**config.mk**
```make
export PLATFORM = sky130hd
export DESIGN_NAME = reg_writeback_unit_flat
export DESIGN_NICKNAME = d
export VERILOG_FILES = /design/src/rtl/reg_writeback_unit_if.sv /design/src/rtl/reg_writeback_unit.sv /design/src/flat_wrapper.sv
export SDC_FILE = /design/constraint.sdc
export NUM_CORES = 1
export LEC_CHECK = 0
export ABC_AREA = 1
export BUFFER_PORTS_ARGS = -buffer_cell sky130_fd_sc_hd__buf_2
export CAP_MARGIN = 20
export CORE_MARGIN = 10
export CORE_UTILIZATION = 50
export DETAILED_ROUTE_END_ITERATION = 7
export PLACE_DENSITY = 0.79
export SKIP_CTS_REPAIR_TIMING = 1
export SYNTH_ARGS = -nofsm -noshare
export SYNTH_HDL_FRONTEND = slang
export SYNTH_SLANG_ARGS = --single-unit
```
**constraint.sdc**
```tcl
create_clock -name CLK -period 4.78 [get_ports CLK]
set_input_delay 0.239 -clock CLK [delete_from_list [all_inputs] [get_ports CLK]]
set_output_delay 0.239 -clock CLK [all_outputs]
set_load 0.01 [all_outputs]
```
**src/rtl/reg_writeback_unit_if.sv**
```systemverilog
// reg_writeback_unit_if: ALU/load/writeback bus between pipeline and the writeback unit
interface reg_writeback_unit_if #(parameter int DATA_W = 32, parameter int ADDR_W = 5);
  logic ALU_VALID;
  logic [ADDR_W-1:0] ALU_RD;
  logic [DATA_W-1:0] ALU_DATA;
  logic LD_ISSUE;
  logic [ADDR_W-1:0] LD_RD;
  logic ISSUE_READY;
  logic LD_RESP_VALID;
  logic [DATA_W-1:0] LD_RESP_DATA;
  logic WB_WRITE;
  logic [ADDR_W-1:0] WB_ADDR;
  logic [DATA_W-1:0] WB_DATA;
  logic [31:0] PENDING;
  logic PROT_ERR;
  modport master(
    output ALU_VALID, ALU_RD, ALU_DATA, LD_ISSUE, LD_RD, LD_RESP_VALID, LD_RESP_DATA,
    input ISSUE_READY, WB_WRITE, WB_ADDR, WB_DATA, PENDING, PROT_ERR
  );
  modport slave(
    input ALU_VALID, ALU_RD, ALU_DATA, LD_ISSUE, LD_RD, LD_RESP_VALID, LD_RESP_DATA,
    output ISSUE_READY, WB_WRITE, WB_ADDR, WB_DATA, PENDING, PROT_ERR
  );
endinterface

```
**src/rtl/reg_writeback_unit.sv**
```systemverilog
// reg_writeback_unit: merges ALU results and in-order load responses onto the register-file write port
module reg_writeback_unit #(
  parameter int DEPTH = 4,
  parameter int DATA_W = 32,
  parameter int ADDR_W = 5
) (
  input logic CLK,
  input logic RESET,
  reg_writeback_unit_if.slave bus
);
  localparam int PW = $clog2(DEPTH);
  logic [ADDR_W-1:0] tq_rd [DEPTH];
  logic [ADDR_W-1:0] dq_rd [DEPTH];
  logic [DATA_W-1:0] dq_data [DEPTH];
  logic [PW-1:0] tq_wp, tq_rp, dq_wp, dq_rp;
  logic [PW:0] tq_cnt, dq_cnt;
  logic issue_ready, push_tag, resp_ok, push_data, alu_wr, pop_data;
  logic [31:0] pend;
  assign issue_ready = tq_cnt + dq_cnt < (PW+1)'(DEPTH);
  assign push_tag = bus.LD_ISSUE && issue_ready;
  assign resp_ok = bus.LD_RESP_VALID && tq_cnt != '0;
  assign push_data = resp_ok && tq_rd[tq_rp] != '0;
  assign alu_wr = bus.ALU_VALID && bus.ALU_RD != '0;
  assign pop_data = !alu_wr && dq_cnt != '0;
  assign bus.ISSUE_READY = issue_ready;
  assign bus.PENDING = pend;
  // A slot is live when its distance from the read pointer is below the occupancy
  always_comb begin
    pend = '0;
    for (int i = 0; i < DEPTH; i++) begin
      if ({1'b0, PW'(i) - tq_rp} < tq_cnt) pend[tq_rd[i]] = 1'b1;
      if ({1'b0, PW'(i) - dq_rp} < dq_cnt) pend[dq_rd[i]] = 1'b1;
    end
    pend[0] = 1'b0;
  end
  always_ff @(posedge CLK) begin
    if (push_tag) tq_rd[tq_wp] <= bus.LD_RD;
    if (push_data) begin
      dq_rd[dq_wp] <= tq_rd[tq_rp];
      dq_data[dq_wp] <= bus.LD_RESP_DATA;
    end
  end
  always_ff @(posedge CLK or posedge RESET) begin
    if (RESET) begin
      tq_wp <= '0;
      tq_rp <= '0;
      dq_wp <= '0;
      dq_rp <= '0;
      tq_cnt <= '0;
      dq_cnt <= '0;
      bus.WB_WRITE <= 1'b0;
      bus.WB_ADDR <= '0;
      bus.WB_DATA <= '0;
      bus.PROT_ERR <= 1'b0;
    end else begin
      if (push_tag) tq_wp <= tq_wp + 1'b1;
      if (resp_ok) tq_rp <= tq_rp + 1'b1;
      if (push_data) dq_wp <= dq_wp + 1'b1;
      if (pop_data) dq_rp <= dq_rp + 1'b1;
      tq_cnt <= tq_cnt + (PW+1)'(push_tag) - (PW+1)'(resp_ok);
      dq_cnt <= dq_cnt + (PW+1)'(push_data) - (PW+1)'(pop_data);
      bus.WB_WRITE <= alu_wr || pop_data;
      if (alu_wr) begin
        bus.WB_ADDR <= bus.ALU_RD;
        bus.WB_DATA <= bus.ALU_DATA;
      end else if (pop_data) begin
        bus.WB_ADDR <= dq_rd[dq_rp];
        bus.WB_DATA <= dq_data[dq_rp];
      end
      bus.PROT_ERR <= bus.PROT_ERR || (bus.LD_ISSUE && !issue_ready) ||
                      (bus.LD_RESP_VALID && tq_cnt == '0) || (alu_wr && pend[bus.ALU_RD]);
    end
  end
endmodule

```
**src/flat_wrapper.sv**
```systemverilog
// flat-port wrapper written by rule: the top's interface ports become plain ports
module reg_writeback_unit_flat 
#(
  parameter int DEPTH = 4,
  parameter int DATA_W = 32,
  parameter int ADDR_W = 5
)
  (CLK, RESET, bus_ALU_VALID, bus_ALU_RD, bus_ALU_DATA, bus_LD_ISSUE, bus_LD_RD, bus_LD_RESP_VALID, bus_LD_RESP_DATA, bus_ISSUE_READY, bus_WB_WRITE, bus_WB_ADDR, bus_WB_DATA, bus_PENDING, bus_PROT_ERR);
  reg_writeback_unit_if #(.DATA_W(DATA_W), .ADDR_W(ADDR_W)) bus_i ();
  input logic CLK;
  input logic RESET;
  input wire logic [$bits(bus_i.ALU_VALID)-1:0] bus_ALU_VALID;
  input wire logic [$bits(bus_i.ALU_RD)-1:0] bus_ALU_RD;
  input wire logic [$bits(bus_i.ALU_DATA)-1:0] bus_ALU_DATA;
  input wire logic [$bits(bus_i.LD_ISSUE)-1:0] bus_LD_ISSUE;
  input wire logic [$bits(bus_i.LD_RD)-1:0] bus_LD_RD;
  input wire logic [$bits(bus_i.LD_RESP_VALID)-1:0] bus_LD_RESP_VALID;
  input wire logic [$bits(bus_i.LD_RESP_DATA)-1:0] bus_LD_RESP_DATA;
  output wire logic [$bits(bus_i.ISSUE_READY)-1:0] bus_ISSUE_READY;
  output wire logic [$bits(bus_i.WB_WRITE)-1:0] bus_WB_WRITE;
  output wire logic [$bits(bus_i.WB_ADDR)-1:0] bus_WB_ADDR;
  output wire logic [$bits(bus_i.WB_DATA)-1:0] bus_WB_DATA;
  output wire logic [$bits(bus_i.PENDING)-1:0] bus_PENDING;
  output wire logic [$bits(bus_i.PROT_ERR)-1:0] bus_PROT_ERR;
  assign bus_i.ALU_VALID = bus_ALU_VALID;
  assign bus_i.ALU_RD = bus_ALU_RD;
  assign bus_i.ALU_DATA = bus_ALU_DATA;
  assign bus_i.LD_ISSUE = bus_LD_ISSUE;
  assign bus_i.LD_RD = bus_LD_RD;
  assign bus_i.LD_RESP_VALID = bus_LD_RESP_VALID;
  assign bus_i.LD_RESP_DATA = bus_LD_RESP_DATA;
  assign bus_ISSUE_READY = bus_i.ISSUE_READY;
  assign bus_WB_WRITE = bus_i.WB_WRITE;
  assign bus_WB_ADDR = bus_i.WB_ADDR;
  assign bus_WB_DATA = bus_i.WB_DATA;
  assign bus_PENDING = bus_i.PENDING;
  assign bus_PROT_ERR = bus_i.PROT_ERR;
  reg_writeback_unit #(.DEPTH(DEPTH), .DATA_W(DATA_W), .ADDR_W(ADDR_W)) u_core (.CLK(CLK), .RESET(RESET), .bus(bus_i));
endmodule
```
==> results of run 1 <==
==> per-stage QoR <==
stage                     power, uW  std cells
after floorplan                5840       1601
after global placement         7240       2042
after detailed placement       7320       2042
after CTS                      9210       2084
after global routing           9870       2149
final                          9370       2150
==> cells in the mapped netlist, drive strengths merged <==
master and instances:
nand2 575, nor2 295, edfxtp 168, nand3 123
inv 122, dfrtp 53, a21oi 38, o211ai 38
a221oi 33, buf 33, nand4 22, ha 21
clkbuf 20, o21ai 14, o22ai 10, xor2 7
nor3 6, a22oi 4, o221ai 4, clkinv 3
xnor2 3, fa 2, a31o 1, and2 1
conb 1, nand3b 1, nor4 1, o21a 1
o31ai 1
==> state kept, by name, indices dropped and copies added, names as in the netlist <==
signal	cells
u_core.bus.WB_WRITE	1
u_core.bus.WB_DATA	32
u_core.tq_cnt	3
u_core.bus.WB_ADDR	5
u_core.tq_rp	2
u_core.dq_rp	2
u_core.dq_rd	20
u_core.bus.PROT_ERR	1
u_core.tq_rd	20
u_core.dq_data	128
u_core.dq_wp	2
u_core.tq_wp	2
u_core.dq_cnt	3
==> final cells by class <==
class / count / area, sq um / share of cell area (%)
flip-flops and latches: 221 / 6370 / 42.2
inverters: 125 / 473 / 3.13
well taps: 330 / 413 / 2.73
clock inverters: 13 / 183 / 1.21
diodes: 1 / 2.50 / 0.0166
multi-input cells: 1202 / 5540 / 36.7
repair buffers: 229 / 1510 / 9.99
clock buffers: 29 / 618 / 4.09
==> power by group through the flow <==
stage	Sequential, uW	Clock (uW)	Combinational [uW]
6_report	3050	1900	4430
5_1_grt	3090	1980	4800
4_1_cts	3020	1900	4290
3_5_place_dp	3050	0	4270
3_3_place_gp	3030	0	4210
2_1_floorplan	3030	0	2810
==> final timing paths <==
kind	endpoint	cells after the start
max	bus_PENDING[25]	13
min	u_core.bus.WB_DATA[27]	3
max reg2reg	u_core.bus.PROT_ERR	20
min reg2reg	u_core.bus.WB_DATA[31]	2
max in group asynchronous	u_core.bus.WB_DATA[15]	4
min in group asynchronous	u_core.bus.WB_DATA[30]	4
==> cell families (layout without fill, tap and decap cells) <==
family / Yosys count / after routing / share of synthesized area [%]
flops: 221 / 221 / 50.4
xor+xnor: 10 / 10 / 0.693
fa+ha+maj: 23 / 23 / 2.40
compound gates: 144 / 144 / 8.04
other cells: 1 / 2 / 0.0297
buf+inv: 178 / 396 / 6.03
simple gates: 1024 / 1024 / 32.4
==> per-layer routing <==
layer / up-vias / GRT usage (%) / part of all wire (%)
li1: 5702 / - / -
met1: 5806 / 37.0 / 40
met2: 770 / 43.4 / 46
met3: 112 / 4.91 / 9.5
met4: 0 / 11.1 / 4.2
met5: - / 0 / 0
==> worst max-delay path, cell delays in order, from the launching register on <==
cell,delay [ns]
dfrtp_1,0.46
nor2_2,0.10
buf_4,0.38
inv_1,0.19
nand2_1,0.12
inv_1,0.06
ha_1,0.26
inv_1,0.05
nor2_1,0.06
a21oi_4,0.70
and2_1,0.23
nor2_1,0.04
nand3_1,0.13
buf_2,0.17
==> flow_metrics.env, run 1 <==
export IMPL_fill_cells=2141
export IMPL_swShare_pct=46.1
export IMPL_hold_path_class="in -> reg"
export IMPL_status="finished with violations"
export IMPL_drt_iter0_drc=1463
export IMPL_syn_to_final_growth_pct=19.6
export IMPL_ys_types=40
export IMPL_die_x_um=179
export IMPL_row_count=58
export IMPL_syn_area_per_cell_sq_um=7.89
export IMPL_synth_top_area_share_pct=39.9
export IMPL_setup_violations=0
export IMPL_dieArea_sq_um=32000
export IMPL_clkPwrFrac_pct=20.3
export IMPL_tns_ns=0
export IMPL_max_cap_viol_count=0
export IMPL_root_buffer="clkbuf_16"
export IMPL_io_pins=151
export IMPL_ys_ff_latch=221
export IMPL_start_kind="flop"
export IMPL_p_comb_share_pct=47.2
export IMPL_cts_buffers=23
export IMPL_path_clk_slew_ns=0.06
export IMPL_cts_sinks=221
export IMPL_layout_commonest_cell="nand2_1"
export IMPL_reg2reg_from="u_core.dq_rp[1]"
export IMPL_wl_mm=47.1
export IMPL_power_leakage_uw=0.00682
export IMPL_avgViaCountPerCell=5.76
export IMPL_post_dp_hpwl_mm=34.3
export IMPL_yosysTopAreaCell="edfxtp_1"
export IMPL_placed_cell_area_sq_um=13700
export IMPL_worstSetupEndpointType="primary output"
export IMPL_first_pass_iters=8
export IMPL_switchingPower_uw=4320
export IMPL_design_area_sq_um=15100
export IMPL_crit_fanout=33
export IMPL_cts_tree="built"
export IMPL_yosys_warnings=0
export IMPL_die_y_um=179
export IMPL_drc=0
export IMPL_cts_max_path_buffers=3
export IMPL_port_buffers=149
export IMPL_fin_util_pct=60.3
export IMPL_clk_latency_ns=0.53
export IMPL_grt_overflow_total=0
export IMPL_synthTopCellsByArea="edfxtp_1 40%, nand2_1 17%, dfrtp_1 10%, nor2_1 8.7%, nand3_1 4.9%"
export IMPL_nets=1904
export IMPL_layout_common_cells="569 x nand2_1, 287 x nor2_1, 168 x edfxtp_1"
export IMPL_final_setup_worst_slack_ns=1.04
export IMPL_rsz0062_at_grt="false"
export IMPL_worst_hold_slack_ns=-0.0333
export IMPL_grt_pass1_wl_mm=67.0
export IMPL_h_tree_depth=1
export IMPL_fin_crit_sh_pct=78.3
export IMPL_p_seq_share_pct=32.5
export IMPL_antenna_found_initial=0
export IMPL_worstSetupPathType="reg -> out"
export IMPL_vias=12390
export IMPL_fin_skew_ns=0.0264
export IMPL_startpoint="u_core.dq_rp[1]"
export IMPL_grt_start_max_net_pins=54
export IMPL_violations="negative hold slack"
export IMPL_period_minus_slack_ns=3.74
export IMPL_tightestPinTransition_ns=1.01
export IMPL_grt_pass1_vias=11261
export IMPL_track_usage_pct=27.6
export IMPL_min_from="bus_ALU_DATA[27]"
export IMPL_pre_cts_slack_ns=1.37
export IMPL_wire_per_inst_um=21.9
export IMPL_drv_slew=0
export IMPL_fmax_mhz=267
export IMPL_drt_antenna_violating_nets=0
export IMPL_hold_viol=3
export IMPL_cp_data_required_time_ns=4.54
export IMPL_netlist_instances=1601
export IMPL_p_int_uw=5050
export IMPL_p_per_area_nw_per_um2=620
export IMPL_r2r_slack_ns=1.36
export IMPL_cp_arrival_ns=3.50
export IMPL_syn_cell_area_sq_um=12600
export IMPL_peakVddDrop_uv=426
export IMPL_drive_gt1_share_pct=12.5
export IMPL_start_util_pct=50.5
export IMPL_coreArea_sq_um=25000
export IMPL_globalplace_congestion=1.07
export IMPL_relSlewSlack_pct=32.4
export IMPL_ys_seq_area_share_pct=50.4
export IMPL_syn_nets=1703
(Power assumes the default switching activity.)
==> run 2: changes to the inputs <==
Settings changed: PLACE_DENSITY 0.79 to 0.82.
Clock period 4.78 ns to 3.3 ns, I/O delays scaled along.
==> flow_metrics.env, run 2 (synthesized netlist as in run 1, its figures left out) <==
export IMPL_first_pass_iters=8
export IMPL_hold_viol=0
export IMPL_avgViaCountPerCell=5.88
export IMPL_critPathBufInv=3
export IMPL_dieArea_sq_um=32000
export IMPL_reg2regPathDepth=14
export IMPL_tns_ns=0
export IMPL_largest_register="u_core.dq_data"
export IMPL_globalplace_congestion=1.08
export IMPL_seqCellArea_sq_um=6370
export IMPL_fmax_mhz=318
export IMPL_period_minus_slack_ns=3.14
export IMPL_layout_commonest_cell="nand2_1"
export IMPL_p_per_area_nw_per_um2=906
export IMPL_die_x_um=179
export IMPL_antenna_found_initial=0
export IMPL_r2r_end="u_core.dq_cnt[2]"
export IMPL_nets=1920
export IMPL_critPathTopFamily="simple AND/OR/NAND/NOR gates"
export IMPL_p_int_uw=7340
export IMPL_tightestPinTransition_ns=0.809
export IMPL_wl_mm=49.1
export IMPL_power_leakage_uw=0.00690
export IMPL_clkPwrFrac_pct=19.8
export IMPL_cts_tree="built"
export IMPL_cts_buffers=24
export IMPL_post_dp_hpwl_mm=33.5
export IMPL_clk_latency_ns=0.55
export IMPL_relSlewSlack_pct=46.0
export IMPL_grt_overflow_total=0
export IMPL_p_seq_share_pct=32.1
export IMPL_drive_gt1_share_pct=13.3
export IMPL_crit_fanout=14
export IMPL_multiInputGateArea_sq_um=5570
export IMPL_layout_common_cells="567 x nand2_1, 285 x nor2_1, 168 x edfxtp_1"
export IMPL_min_from="bus_LD_RESP_VALID"
export IMPL_fill_cells=2122
export IMPL_cts_sinks=221
export IMPL_worstHoldPathCells=3
export IMPL_swShare_pct=47.0
export IMPL_row_count=58
export IMPL_syn_to_final_growth_pct=21.1
export IMPL_crit_chain="nand2_1 -> nand2_1 -> inv_1 -> ha_1 -> inv_1 -> nor2_2 -> a21oi_2 -> nand2_1 -> nand2_1 -> nor2_1 -> nand2_1 -> buf_2"
export IMPL_max_cap_viol_count=0
export IMPL_status="finished clean"
export IMPL_switchingPower_uw=6520
export IMPL_slowest_delay_ns=0.62
export IMPL_drt_antenna_violating_nets=0
export IMPL_drc=0
export IMPL_cts_max_path_buffers=3
export IMPL_cp_arrival_ns=2.98
export IMPL_largest_reg_flops=128
export IMPL_path_clk_slew_ns=0.07
export IMPL_port_buffers=149
export IMPL_root_buffer="clkbuf_16"
export IMPL_peakVddDrop_uv=539
export IMPL_io_pins=151
export IMPL_fin_crit_sh_pct=95.2
export IMPL_worstSetupEndpointType="primary output"
export IMPL_grt_pass1_vias=11285
export IMPL_p_comb_share_pct=48.1
export IMPL_worstSetupPathType="reg -> out"
export IMPL_cp_data_required_time_ns=3.13
export IMPL_reg2reg_from="u_core.tq_rp[1]"
export IMPL_die_y_um=179
export IMPL_track_usage_pct=27.4
export IMPL_coreArea_sq_um=25000
export IMPL_diodes=0
export IMPL_design_area_sq_um=15300
export IMPL_vias=12740
export IMPL_hold_path_class="in -> reg"
export IMPL_setup_violations=0
export IMPL_h_tree_depth=1
export IMPL_wire_per_inst_um=22.7
export IMPL_fin_skew_ns=0.0304
export IMPL_top_regs="u_core.dq_data: 128 flops, u_core.bus.WB_DATA: 32 flops"
export IMPL_start_kind="flop"
export IMPL_drt_iter0_drc=1861
export IMPL_grt_start_max_net_pins=38
export IMPL_grt_pass1_wl_mm=67.1
export IMPL_r2r_slack_ns=0.31
export IMPL_critical_path_slowest_cell="a21oi_2"
export IMPL_drv_slew=0
export IMPL_placed_cell_area_sq_um=13800
export IMPL_start_util_pct=50.5
export IMPL_min_to="u_core.tq_rp[0]"
export IMPL_crit_path_frequent_cell="nand2_1"
export IMPL_p_total_uw=13900
## run 2: tightest hold or removal path, stage by stage
cell and delay, ns:
buf_2 0.12, o31ai_1 0.14, xor2_1 0.09
## run 2: how the worst max path moves through the flow
stage / cells past startpoint / from / slack, ns / end
floorplan: 7 / u_core.tq_rp[0] / 0.08 / u_core.dq_data[0][0]
global placement: 21 / u_core.tq_rp[0] / 0.37 / u_core.bus.PROT_ERR
detailed placement: 21 / u_core.tq_rp[0] / 0.33 / u_core.bus.PROT_ERR
CTS: 14 / u_core.tq_rp[0] / 0.07 / bus_PENDING[22]
global route: 13 / u_core.dq_rp[1] / -0.003 / bus_PENDING[17]
finish: 12 / u_core.dq_rp[1] / 0.16 / bus_PENDING[24]
## run 2: through the flow
step	std cells	util (%)	setup slack [ns]	hold WS, ns
4_1_cts	2094	58.1	0.0690	-0.226
2_1_floorplan	1601	-	0.0819	0.264
5_1_grt	2166	61.1	-0.00298	0.0225
3_3_place_gp	2050	54.9	0.368	0.334
3_5_place_dp	2050	54.9	0.327	0.343
6_report	2166	61.1	0.158	0.00199
## run 2: metal layers
| layer | wire length (um) | vias up | track usage (%) |
|---|---|---|---|
| met5 | 0 | - | 0 |
| met4 | 2580 | 0 | 12.2 |
| met3 | 5090 | 165 | 4.11 |
| met2 | 23000 | 942 | 44.1 |
| met1 | 18400 | 5893 | 36.1 |
| li1 | - | 5740 | - |
## run 2: final cells by class
class | instances | share of cell area, %
Sequential cell | 221 | 41.7
Timing Repair Buffer | 243 | 10.9
Multi-Input combinational cell | 1203 | 36.4
Tap cell | 330 | 2.70
Inverter | 125 | 3.09
Clock inverter | 16 | 1.18
Clock buffer | 28 | 4.09
## run 2: power by group through the flow
stage / Combinational, uW / Sequential (uW) / Clock, uW
6_report: 6670 / 4450 / 2740
5_1_grt: 7210 / 4510 / 2840
4_1_cts: 6310 / 4400 / 2700
3_5_place_dp: 6270 / 4430 / 0
3_3_place_gp: 6170 / 4390 / 0
2_1_floorplan: 4070 / 4390 / 0
